File: src/rtl/mesm6_alu_ctl_pkg.sv
// Shared definitions for the mesm6 ALU controller: op codes, word width and FSM state encodings.
package mesm6_alu_ctl_pkg;

    localparam int ALU_CTL_W    = 48;
    localparam int ALU_OP_WIDTH = 4;

    typedef logic [ALU_OP_WIDTH-1:0] alu_op_t;

    localparam alu_op_t ALU_NOP = 4'd0;
    localparam alu_op_t ALU_ADD = 4'd1;
    localparam alu_op_t ALU_SUB = 4'd2;
    localparam alu_op_t ALU_AND = 4'd3;
    localparam alu_op_t ALU_OR  = 4'd4;
    localparam alu_op_t ALU_XOR = 4'd5;
    localparam alu_op_t ALU_NOT = 4'd6;
    localparam alu_op_t ALU_SHL = 4'd7;
    localparam alu_op_t ALU_SHR = 4'd8;

    typedef enum logic [1:0] {
        ALU_CTL_IDLE = 2'd0,
        ALU_CTL_EXEC = 2'd1,
        ALU_CTL_MUL  = 2'd2,
        ALU_CTL_RESP = 2'd3
    } alu_ctl_state_e;

endpackage

File: src/rtl/mesm6_alu_ctl_if.sv
// Request, response and ALU-side signals of the mesm6 ALU controller.
interface mesm6_alu_ctl_if #(parameter int WIDTH = 48);

    logic                                       req0_valid;
    logic                                       req0_ready;
    logic [mesm6_alu_ctl_pkg::ALU_OP_WIDTH-1:0] req0_op;
    logic                                       req0_mul;
    logic [WIDTH-1:0]                           req0_a;
    logic [WIDTH-1:0]                           req0_b;

    logic                                       req1_valid;
    logic                                       req1_ready;
    logic [mesm6_alu_ctl_pkg::ALU_OP_WIDTH-1:0] req1_op;
    logic                                       req1_mul;
    logic [WIDTH-1:0]                           req1_a;
    logic [WIDTH-1:0]                           req1_b;

    logic                                       rsp_valid;
    logic                                       rsp_id;
    logic [WIDTH-1:0]                           rsp_r;
    logic [WIDTH-1:0]                           rsp_y;

    logic [WIDTH-1:0]                           alu_a;
    logic [WIDTH-1:0]                           alu_b;
    logic [mesm6_alu_ctl_pkg::ALU_OP_WIDTH-1:0] alu_op;
    logic [WIDTH-1:0]                           alu_r;
    logic                                       alu_done;

    // Controller side.
    modport slave (
        input  req0_valid, req0_op, req0_mul, req0_a, req0_b,
        input  req1_valid, req1_op, req1_mul, req1_a, req1_b,
        output req0_ready, req1_ready,
        output rsp_valid, rsp_id, rsp_r, rsp_y,
        output alu_a, alu_b, alu_op,
        input  alu_r, alu_done
    );

    // Requesters plus the ALU itself.
    modport master (
        output req0_valid, req0_op, req0_mul, req0_a, req0_b,
        output req1_valid, req1_op, req1_mul, req1_a, req1_b,
        input  req0_ready, req1_ready,
        input  rsp_valid, rsp_id, rsp_r, rsp_y,
        input  alu_a, alu_b, alu_op,
        output alu_r, alu_done
    );

endinterface

File: src/rtl/mesm6_alu_rr_arb.sv
// Two-way round-robin arbiter; last_grant resets to 1 so port 0 wins the first tie.
module mesm6_alu_rr_arb (
    input  logic       clk,
    input  logic       reset_n,
    input  logic [1:0] req,
    input  logic       enable,
    output logic [1:0] gnt,
    output logic       gnt_id
);

    logic r_last;

    always_comb begin
        gnt = 2'b00;
        if (enable) begin
            gnt[0] = req[0] & (~req[1] | r_last);
            gnt[1] = req[1] & (~req[0] | ~r_last);
        end
    end

    assign gnt_id = gnt[1];

    always_ff @(posedge clk or negedge reset_n) begin
        if (!reset_n)
            r_last <= 1'b1;
        else if (|gnt)
            r_last <= gnt_id;
    end

endmodule

File: src/rtl/mesm6_alu_ctl.sv
// Arbitrates two requesters onto the shared mesm6 ALU; MUL runs as WIDTH shift-add steps through the ALU adder.
module mesm6_alu_ctl
    import mesm6_alu_ctl_pkg::*;
#(
    parameter int WIDTH = ALU_CTL_W,
    parameter int CNT_W = 6
) (
    input  logic             clk,
    input  logic             reset_n,
    mesm6_alu_ctl_if.slave   bus
);

    alu_ctl_state_e   r_state;
    logic             r_id;
    logic [WIDTH-1:0] r_lo;
    logic [CNT_W-1:0] r_cnt;
    logic [WIDTH-1:0] r_alu_a;
    logic [WIDTH-1:0] r_alu_b;
    alu_op_t          r_alu_op;
    logic             r_rsp_valid;
    logic             r_rsp_id;
    logic [WIDTH-1:0] r_rsp_r;
    logic [WIDTH-1:0] r_rsp_y;

    logic [1:0]       w_gnt;
    logic             w_gnt_id;
    logic             w_accept;
    logic [WIDTH-1:0] w_a;
    logic [WIDTH-1:0] w_b;
    alu_op_t          w_op;
    logic             w_mul;
    logic             w_carry;
    logic             w_last;
    logic [WIDTH-1:0] w_hi_nxt;
    logic [WIDTH-1:0] w_lo_nxt;

    mesm6_alu_rr_arb u_arb (
        .clk     (clk),
        .reset_n (reset_n),
        .req     ({bus.req1_valid, bus.req0_valid}),
        .enable  (r_state == ALU_CTL_IDLE),
        .gnt     (w_gnt),
        .gnt_id  (w_gnt_id)
    );

    assign w_accept       = |w_gnt;
    assign bus.req0_ready = w_gnt[0];
    assign bus.req1_ready = w_gnt[1];

    assign w_a   = w_gnt_id ? bus.req1_a   : bus.req0_a;
    assign w_b   = w_gnt_id ? bus.req1_b   : bus.req0_b;
    assign w_op  = w_gnt_id ? bus.req1_op  : bus.req0_op;
    assign w_mul = w_gnt_id ? bus.req1_mul : bus.req0_mul;

    // During MUL the ALU operand registers double as the product accumulator:
    // r_alu_a is the high half, r_alu_b the multiplicand, r_lo the low half/multiplier.
    assign w_carry = (bus.alu_r < r_alu_a);
    assign w_last  = (r_cnt == CNT_W'(WIDTH - 1));

    always_comb begin
        if (r_lo[0]) begin
            w_hi_nxt = {w_carry, bus.alu_r[WIDTH-1:1]};
            w_lo_nxt = {bus.alu_r[0], r_lo[WIDTH-1:1]};
        end else begin
            w_hi_nxt = {1'b0, r_alu_a[WIDTH-1:1]};
            w_lo_nxt = {r_alu_a[0], r_lo[WIDTH-1:1]};
        end
    end

    always_ff @(posedge clk or negedge reset_n) begin
        if (!reset_n) begin
            r_state     <= ALU_CTL_IDLE;
            r_id        <= 1'b0;
            r_lo        <= '0;
            r_cnt       <= '0;
            r_alu_a     <= '0;
            r_alu_b     <= '0;
            r_alu_op    <= ALU_NOP;
            r_rsp_valid <= 1'b0;
            r_rsp_id    <= 1'b0;
            r_rsp_r     <= '0;
            r_rsp_y     <= '0;
        end else begin
            r_rsp_valid <= 1'b0;
            case (r_state)
                ALU_CTL_IDLE: begin
                    if (w_accept) begin
                        r_id  <= w_gnt_id;
                        r_lo  <= w_b;
                        r_cnt <= '0;
                        if (w_mul) begin
                            r_alu_a  <= '0;
                            r_alu_b  <= w_a;
                            r_alu_op <= ALU_ADD;
                            r_state  <= ALU_CTL_MUL;
                        end else begin
                            r_alu_a  <= w_a;
                            r_alu_b  <= w_b;
                            r_alu_op <= w_op;
                            r_state  <= ALU_CTL_EXEC;
                        end
                    end
                end
                ALU_CTL_EXEC: begin
                    if (bus.alu_done) begin
                        r_rsp_valid <= 1'b1;
                        r_rsp_id    <= r_id;
                        r_rsp_r     <= bus.alu_r;
                        r_rsp_y     <= '0;
                        r_alu_a     <= '0;
                        r_alu_b     <= '0;
                        r_alu_op    <= ALU_NOP;
                        r_state     <= ALU_CTL_RESP;
                    end
                end
                ALU_CTL_MUL: begin
                    r_alu_a <= w_hi_nxt;
                    r_lo    <= w_lo_nxt;
                    r_cnt   <= r_cnt + 1'b1;
                    if (w_last) begin
                        r_rsp_valid <= 1'b1;
                        r_rsp_id    <= r_id;
                        r_rsp_r     <= w_hi_nxt;
                        r_rsp_y     <= w_lo_nxt;
                        r_alu_a     <= '0;
                        r_alu_b     <= '0;
                        r_alu_op    <= ALU_NOP;
                        r_state     <= ALU_CTL_RESP;
                    end
                end
                default: r_state <= ALU_CTL_IDLE;
            endcase
        end
    end

    assign bus.alu_a     = r_alu_a;
    assign bus.alu_b     = r_alu_b;
    assign bus.alu_op    = r_alu_op;
    assign bus.rsp_valid = r_rsp_valid;
    assign bus.rsp_id    = r_rsp_id;
    assign bus.rsp_r     = r_rsp_r;
    assign bus.rsp_y     = r_rsp_y;

endmodule

File: src/flat_wrapper.sv
// flat-port wrapper written by rule: the top's interface ports become plain ports
module mesm6_alu_ctl_flat import mesm6_alu_ctl_pkg::*;
#(
    parameter int WIDTH = ALU_CTL_W,
    parameter int CNT_W = 6
)
  (clk, reset_n, bus_req0_valid, bus_req0_op, bus_req0_mul, bus_req0_a, bus_req0_b, bus_req1_valid, bus_req1_op, bus_req1_mul, bus_req1_a, bus_req1_b, bus_req0_ready, bus_req1_ready, bus_rsp_valid, bus_rsp_id, bus_rsp_r, bus_rsp_y, bus_alu_a, bus_alu_b, bus_alu_op, bus_alu_r, bus_alu_done);
  mesm6_alu_ctl_if #(.WIDTH(WIDTH)) bus_i ();
  input  logic clk;
  input  logic reset_n;
  input wire logic [$bits(bus_i.req0_valid)-1:0] bus_req0_valid;
  input wire logic [$bits(bus_i.req0_op)-1:0] bus_req0_op;
  input wire logic [$bits(bus_i.req0_mul)-1:0] bus_req0_mul;
  input wire logic [$bits(bus_i.req0_a)-1:0] bus_req0_a;
  input wire logic [$bits(bus_i.req0_b)-1:0] bus_req0_b;
  input wire logic [$bits(bus_i.req1_valid)-1:0] bus_req1_valid;
  input wire logic [$bits(bus_i.req1_op)-1:0] bus_req1_op;
  input wire logic [$bits(bus_i.req1_mul)-1:0] bus_req1_mul;
  input wire logic [$bits(bus_i.req1_a)-1:0] bus_req1_a;
  input wire logic [$bits(bus_i.req1_b)-1:0] bus_req1_b;
  output wire logic [$bits(bus_i.req0_ready)-1:0] bus_req0_ready;
  output wire logic [$bits(bus_i.req1_ready)-1:0] bus_req1_ready;
  output wire logic [$bits(bus_i.rsp_valid)-1:0] bus_rsp_valid;
  output wire logic [$bits(bus_i.rsp_id)-1:0] bus_rsp_id;
  output wire logic [$bits(bus_i.rsp_r)-1:0] bus_rsp_r;
  output wire logic [$bits(bus_i.rsp_y)-1:0] bus_rsp_y;
  output wire logic [$bits(bus_i.alu_a)-1:0] bus_alu_a;
  output wire logic [$bits(bus_i.alu_b)-1:0] bus_alu_b;
  output wire logic [$bits(bus_i.alu_op)-1:0] bus_alu_op;
  input wire logic [$bits(bus_i.alu_r)-1:0] bus_alu_r;
  input wire logic [$bits(bus_i.alu_done)-1:0] bus_alu_done;
  assign bus_i.req0_valid = bus_req0_valid;
  assign bus_i.req0_op = bus_req0_op;
  assign bus_i.req0_mul = bus_req0_mul;
  assign bus_i.req0_a = bus_req0_a;
  assign bus_i.req0_b = bus_req0_b;
  assign bus_i.req1_valid = bus_req1_valid;
  assign bus_i.req1_op = bus_req1_op;
  assign bus_i.req1_mul = bus_req1_mul;
  assign bus_i.req1_a = bus_req1_a;
  assign bus_i.req1_b = bus_req1_b;
  assign bus_req0_ready = bus_i.req0_ready;
  assign bus_req1_ready = bus_i.req1_ready;
  assign bus_rsp_valid = bus_i.rsp_valid;
  assign bus_rsp_id = bus_i.rsp_id;
  assign bus_rsp_r = bus_i.rsp_r;
  assign bus_rsp_y = bus_i.rsp_y;
  assign bus_alu_a = bus_i.alu_a;
  assign bus_alu_b = bus_i.alu_b;
  assign bus_alu_op = bus_i.alu_op;
  assign bus_i.alu_r = bus_alu_r;
  assign bus_i.alu_done = bus_alu_done;
  mesm6_alu_ctl #(.WIDTH(WIDTH), .CNT_W(CNT_W)) u_core (.clk(clk), .reset_n(reset_n), .bus(bus_i));
endmodule
File: config.mk
export PLATFORM = sky130hd
export DESIGN_NAME = mesm6_alu_ctl_flat
export DESIGN_NICKNAME = d
export VERILOG_FILES = /design/src/rtl/mesm6_alu_ctl_pkg.sv /design/src/rtl/mesm6_alu_ctl_if.sv /design/src/rtl/mesm6_alu_rr_arb.sv /design/src/rtl/mesm6_alu_ctl.sv /design/src/flat_wrapper.sv
export SDC_FILE = /design/constraint.sdc
export NUM_CORES = 1
export LEC_CHECK = 0
export CORE_MARGIN = 2
export CORE_UTILIZATION = 30
export CTS_CLUSTER_SIZE = 30
export DETAILED_ROUTE_END_ITERATION = 7
export GPL_ROUTABILITY_DRIVEN = 0
export HOLD_SLACK_MARGIN = 0.03
export RECOVER_POWER = 50
export SYNTH_ARGS = -nofsm -noshare
export SYNTH_HDL_FRONTEND = slang
export SYNTH_SLANG_ARGS = --single-unit
File: constraint.sdc
create_clock -name clk -period 3.4 [get_ports clk]
set_input_delay 0.85 -clock clk [delete_from_list [all_inputs] [get_ports clk]]
set_output_delay 0.85 -clock clk [all_outputs]
set_load 0.02 [all_outputs]
# == Yosys cells after proc, flatten, opt, wreduce, memory -nomap -nowiden ==
# Index checks and enable logic that the tools add are counted.
# word_totals
word_cells,79
regBits,256
input_bits,255
output_inout_bits,200
# op_classes
bitwise_logic,7
add_sub_neg,1
magnitude_cmp,1
mux,41
n_eq_ne,6
n_reduce_logical,11
# ops
operator,count
2-to-1 mux 48 bit,15
case mux 48 bit (2 select lines),3
case mux 48 bit (3 select lines),2
< comparator 48 bit,1
2-to-1 mux 4 bit,5
case mux 4 bit (3 select lines),1
case mux 6 bit (2 select lines),1
2-to-1 mux 2 bit,5
AND reduction 3 bit,3
"adder 6 x 1 -> 6 bit, second input constant",1
"equality test 6 bit, second input constant",1
2-to-1 mux 6 bit,1
case mux 2 bit (3 select lines),1
2-to-1 mux 1 bit,5
"inequality test 2 x 1 -> 1 bit, second input constant",2
case mux 1 bit (2 select lines),2
AND reduction 2 bit,2
AND reduction 4 bit,1
nonzero test 2 bit,2
NOT 1 bit,3
nonzero test 3 bit,1
AND 1 bit,2
"equality test 2 x 1 -> 1 bit, second input constant",1
"equality test 2 bit, second input constant",1
4 further kinds,5

# == Longest topological paths before layout ==
# logic_depth
word_depth,8
depth_mapped,11
mapped_depth_nobuf,8

# == Hierarchy ==
# Synthesis repeated with hierarchy kept, for this count alone.
# unflattened
cells_unflattened,1487
hier_area_um2,14028.5
# modules_own_cells
mod,area_per_inst_um2,n_inst,cells_each,seq_area_each_um2
mesm6_alu_ctl,13958.4,1,1478,6381.1
mesm6_alu_rr_arb,70.1,1,9,26.3

# == Worst setup path after synthesis ==
# Ideal clock, no wire load.
# synth_timing
path_kind,in2out
from,in bus_req1_valid
to,out bus_req1_ready
t_arrival_ps,1550
setup_slack_ps,1000
stages,4
path_buffers,2
t_required_ps,2550
cell_sequence,nand2_1 > a21oi_4 > buf_2 > buf_4
# synth_via
elab_chain_cells,2
# synth_lines
element,line_no,rtl
"start, declared",flat_wrapper.sv:16,input wire logic [$bits(bus_i.req1_valid)-1:0] bus_req1_valid;
AND 1 bit,mesm6_alu_rr_arb.sv:17,gnt[1] = req[1] & (~req[0] | ~r_last);
2-to-1 mux 2 bit,mesm6_alu_rr_arb.sv:15,if (enable) begin
"end, declared",flat_wrapper.sv:22,output wire logic [$bits(bus_i.req1_ready)-1:0] bus_req1_ready;
# Every way passes these cells.

# == Final worst setup path ==
# layout_timing
from,reg u_core.r_state[0]
to,out bus_req1_ready
# layout_via
elab_chain_cells,2
# layout_lines
element,line_no,rtl
"start, declared",mesm6_alu_ctl.sv:13,alu_ctl_state_e r_state;
"start signal, assigned",mesm6_alu_ctl.sv:72,r_state <= ALU_CTL_IDLE;
"start signal, assigned",mesm6_alu_ctl.sv:95,r_state <= ALU_CTL_MUL;
"start signal, assigned",mesm6_alu_ctl.sv:100,r_state <= ALU_CTL_EXEC;
logical NOT 2 bit,mesm6_alu_ctl.sv:41,".enable (r_state == ALU_CTL_IDLE),"
2-to-1 mux 2 bit,mesm6_alu_rr_arb.sv:15,
# Every way passes these cells.

==> reports/results.ini <==
[clocking]
clock_latency_ns = 0.57
htreeDepth = 1
cts_buffer_depth = 3
cts-root-buf = clkbuf_16
clk_pin_slew_ns = 0.06
cts.sinks = 256
cts_made_buffers = 31
cts_tree = built

[grt]
grt_max_degree = 184
grt_pass1_wl_um = 80500
grt_usage_pct = 21.8
top_usage_layer = met2
grt-ovfl-total = 0
met2_usage_pct = 36.0
antenna_found_initial = 2
grt_pass1_vias = 13267
use_met3_pct = 5.68
gr-usage-met1_pct = 27.7

[logic_synthesis]
synth_largest_area_cell = dfrtp_1
synth_simple_gate_area_share_pct = 14.5
syn_area_per_cell_um2 = 9.11
netlist_area_mm2 = 0.0139
synth-edff-count = 0
ys_warn_count = 0
synth-compound-area-share_pct = 18.6
synthMuxAreaShare_pct = 10.8
synth_cell_types = 52
synth_fp_nets = 1834
synth_adder_area_share_pct = 4.68
synth.area.top_cells = dfrtp_1 (46%), nand2_1 (12%), mux2i_1 (11%), o21ai_0 (7.4%), ha_1 (4.7%)
postSynthCellCount = 1527
synth_flop_cell = dfrtp_1
ys_ff_latch = 256
synth_top_area_share_pct = 45.9
ys_async_sr_fraction_pct = 100
synth_xor_area_share_pct = 0.252
synth_top_family_by_area = compound AO/OA/AOI/OAI gates
ys_seq_area_share_pct = 46.0

[place]
io_buffers = 454
dp.cells = 2526
hpwl_um = 40700

[job]
max_cap_viol_count = 2

[timing]
finalSetupViolations = 0
holdWs_ns = 0.464
fin_setup_tns_ns = 0
hold_violations = 0
worst_slew_pin_slew_ns = 2.09
post-route-min-period_ns = 3.26
fin_crit_sh_pct = 96.0
slew_headroom_pct = -39.1
fin_skew_ns = 0.0143
maxSlewViolCount = 96
timing.fmax_mhz = 306
rsz0062_at_grt = false

[worst_setup_path]
max_stage_delay_ns = 0.65
crit_buf_inv = 2
required_ns = 2.55
critPathLaunchType = register
critPathTopFamily = buffers and inverters
crit_slowest_cell = clkdlybuf4s50_1
cp_max_fo = 8
crit_type = register to primary output
cp.arrival_ns = 2.41
timing.reg2reg.setup_slack_ns = 0.30
path_cells = inv_1 -> ha_2 -> nand2_1 -> a21oi_4 -> clkdlybuf4s50_1
crit_path_end_kind = primary output

[power]
max-vdd-ir-drop_uv = 659
leakage_nw = 8.59
power_mw = 20.1
power.density_mw_per_mm2 = 992

[detailed_routing]
drc = 0
ant_nets = 0
wl_per_cell_um = 20.8
vias_per_cell = 5.07
drt_first_pass_iters = 5
drtIter0Drc = 801
vias = 13090
wl_um = 53600

[floorplan]
die_w_um = 219
die_y_um = 219
rows = 78
pin_count = 455
initial_core_util_pct = 30.5
die_area_mm2 = 0.0481
core_area_mm2 = 0.0456

[cells_and_area]
nNetsFinal = 2266
area_growth_pct = 45.6
layout_common_cells = nand2_1 (453), clkdlybuf4s50_1 (453), dfrtp_1 (254), o21ai_0 (205), mux2i_1 (147)
final_layout_size_suffix_gt1_share_pct = 6.16
utilization_pct = 44.5
final_cells = 2583

[outcome]
status = finished with violations
violations = capacitance limit, slew limit

[min_path]
hold_class = register to register

==> what timing repair did <==
item / CTS / global route
gates resized for setup: 1 / 0
buffers inserted: 0 / 0
setup endpoints to repair: 1 / 0
hold endpoints to repair: 0 / 0
hold buffers: 0 / 0
==> layout make-up <==
cell class | instances | area (um^2)
Timing Repair Buffer | 514 | 5090
Clock inverter | 7 | 67.6
Clock buffer | 47 | 916
Antenna cell | 3 | 7.51
Tap cell | 600 | 751
Multi-Input combinational cell | 1104 | 6820
Fill cell | 4450 | 25300
Sequential cell | 256 | 6410
Inverter | 52 | 195
==> per-layer routing <==
| layer | vias up | wire (um) |
|---|---|---|
| met2 | 446 | 25300 |
| met4 | 2 | 1640 |
| li1 | 6210 | - |
| met5 | - | 13 |
| met1 | 6349 | 22400 |
| met3 | 83 | 4310 |
==> stage by stage <==
| stage | worst slack, ns | instance area [um^2] |
|---|---|---|
| 2_1_floorplan | 1.00 | 13900 |
| 3_3_place_gp | -0.0165 | 19300 |
| 3_5_place_dp | -0.0320 | 19300 |
| 4_1_cts | 0.0874 | 20300 |
| 5_1_grt | 0.0278 | 20300 |
| 6_report | 0.137 | 20300 |
==> flip-flops by register name, summed over array words and instances, names as in the netlist, 2 cells and up <==
name,count
u_core.bus.alu_op,4
u_core.r_state,2
u_core.bus.alu_a,48
u_core.r_lo,48
u_core.bus.rsp_r,48
u_core.bus.rsp_y,48
u_core.r_cnt,6
u_core.bus.alu_b,48
==> cells in the mapped netlist (all sizes together), types with 11 or more instances <==
master,count
a21oi,22
a32o,49
buf,47
clkbuf,68
dfrtp,255
ha,52
inv,52
mux2i,148
nand2,455
nand4,13
nor2,11
o21a,49
o21ai,207
o221ai,47
==> path summary, 6_finish.rpt <==
check	from	to	cells after the start
hold / removal	u_core.r_lo[41]	u_core.r_lo[41]	2
setup / recovery	u_core.r_state[0]	bus_req1_ready	5
min in group asynchronous	reset_n	u_core.bus.rsp_r[26]	1
hold reg to reg	u_core.r_lo[41]	u_core.r_lo[41]	2
max in group asynchronous	reset_n	u_core.r_lo[13]	2
setup reg to reg	u_core.r_state[0]	u_core.bus.rsp_r[47]	8
==> cells by family (layout without fill, tap and decap cells) <==
family                   after synthesis  after routing
AND/OR/NAND/NOR                      505            505
XOR/XNOR                               4              4
buffers and inverters                167            620
other                                  0              3
AO/OA/AOI/OAI                        393            393
multiplexers                         150            150
adder cells (fa/ha/maj)               52             52
flip-flops                           256            256
==> report_power, final <==
| part | switching [mW] | leakage (nW) | total [mW] | internal, mW |
|---|---|---|---|---|
| Combinational | 6.72 | 4.86 | 11.4 | 4.71 |
| Clock | 1.35 | 0.475 | 3.26 | 1.91 |
| Sequential | 1.02 | 3.26 | 5.41 | 4.39 |
| Total | 9.09 | 8.59 | 20.1 | 11.0 |
==> tightest hold or removal path, cell delays in order, from the launching register on <==
cell,delay (ns)
dfrtp_1,0.34
nand2_1,0.05
nand2_1,0.05
No activity file was read; power rests on OpenSTA's default activity.
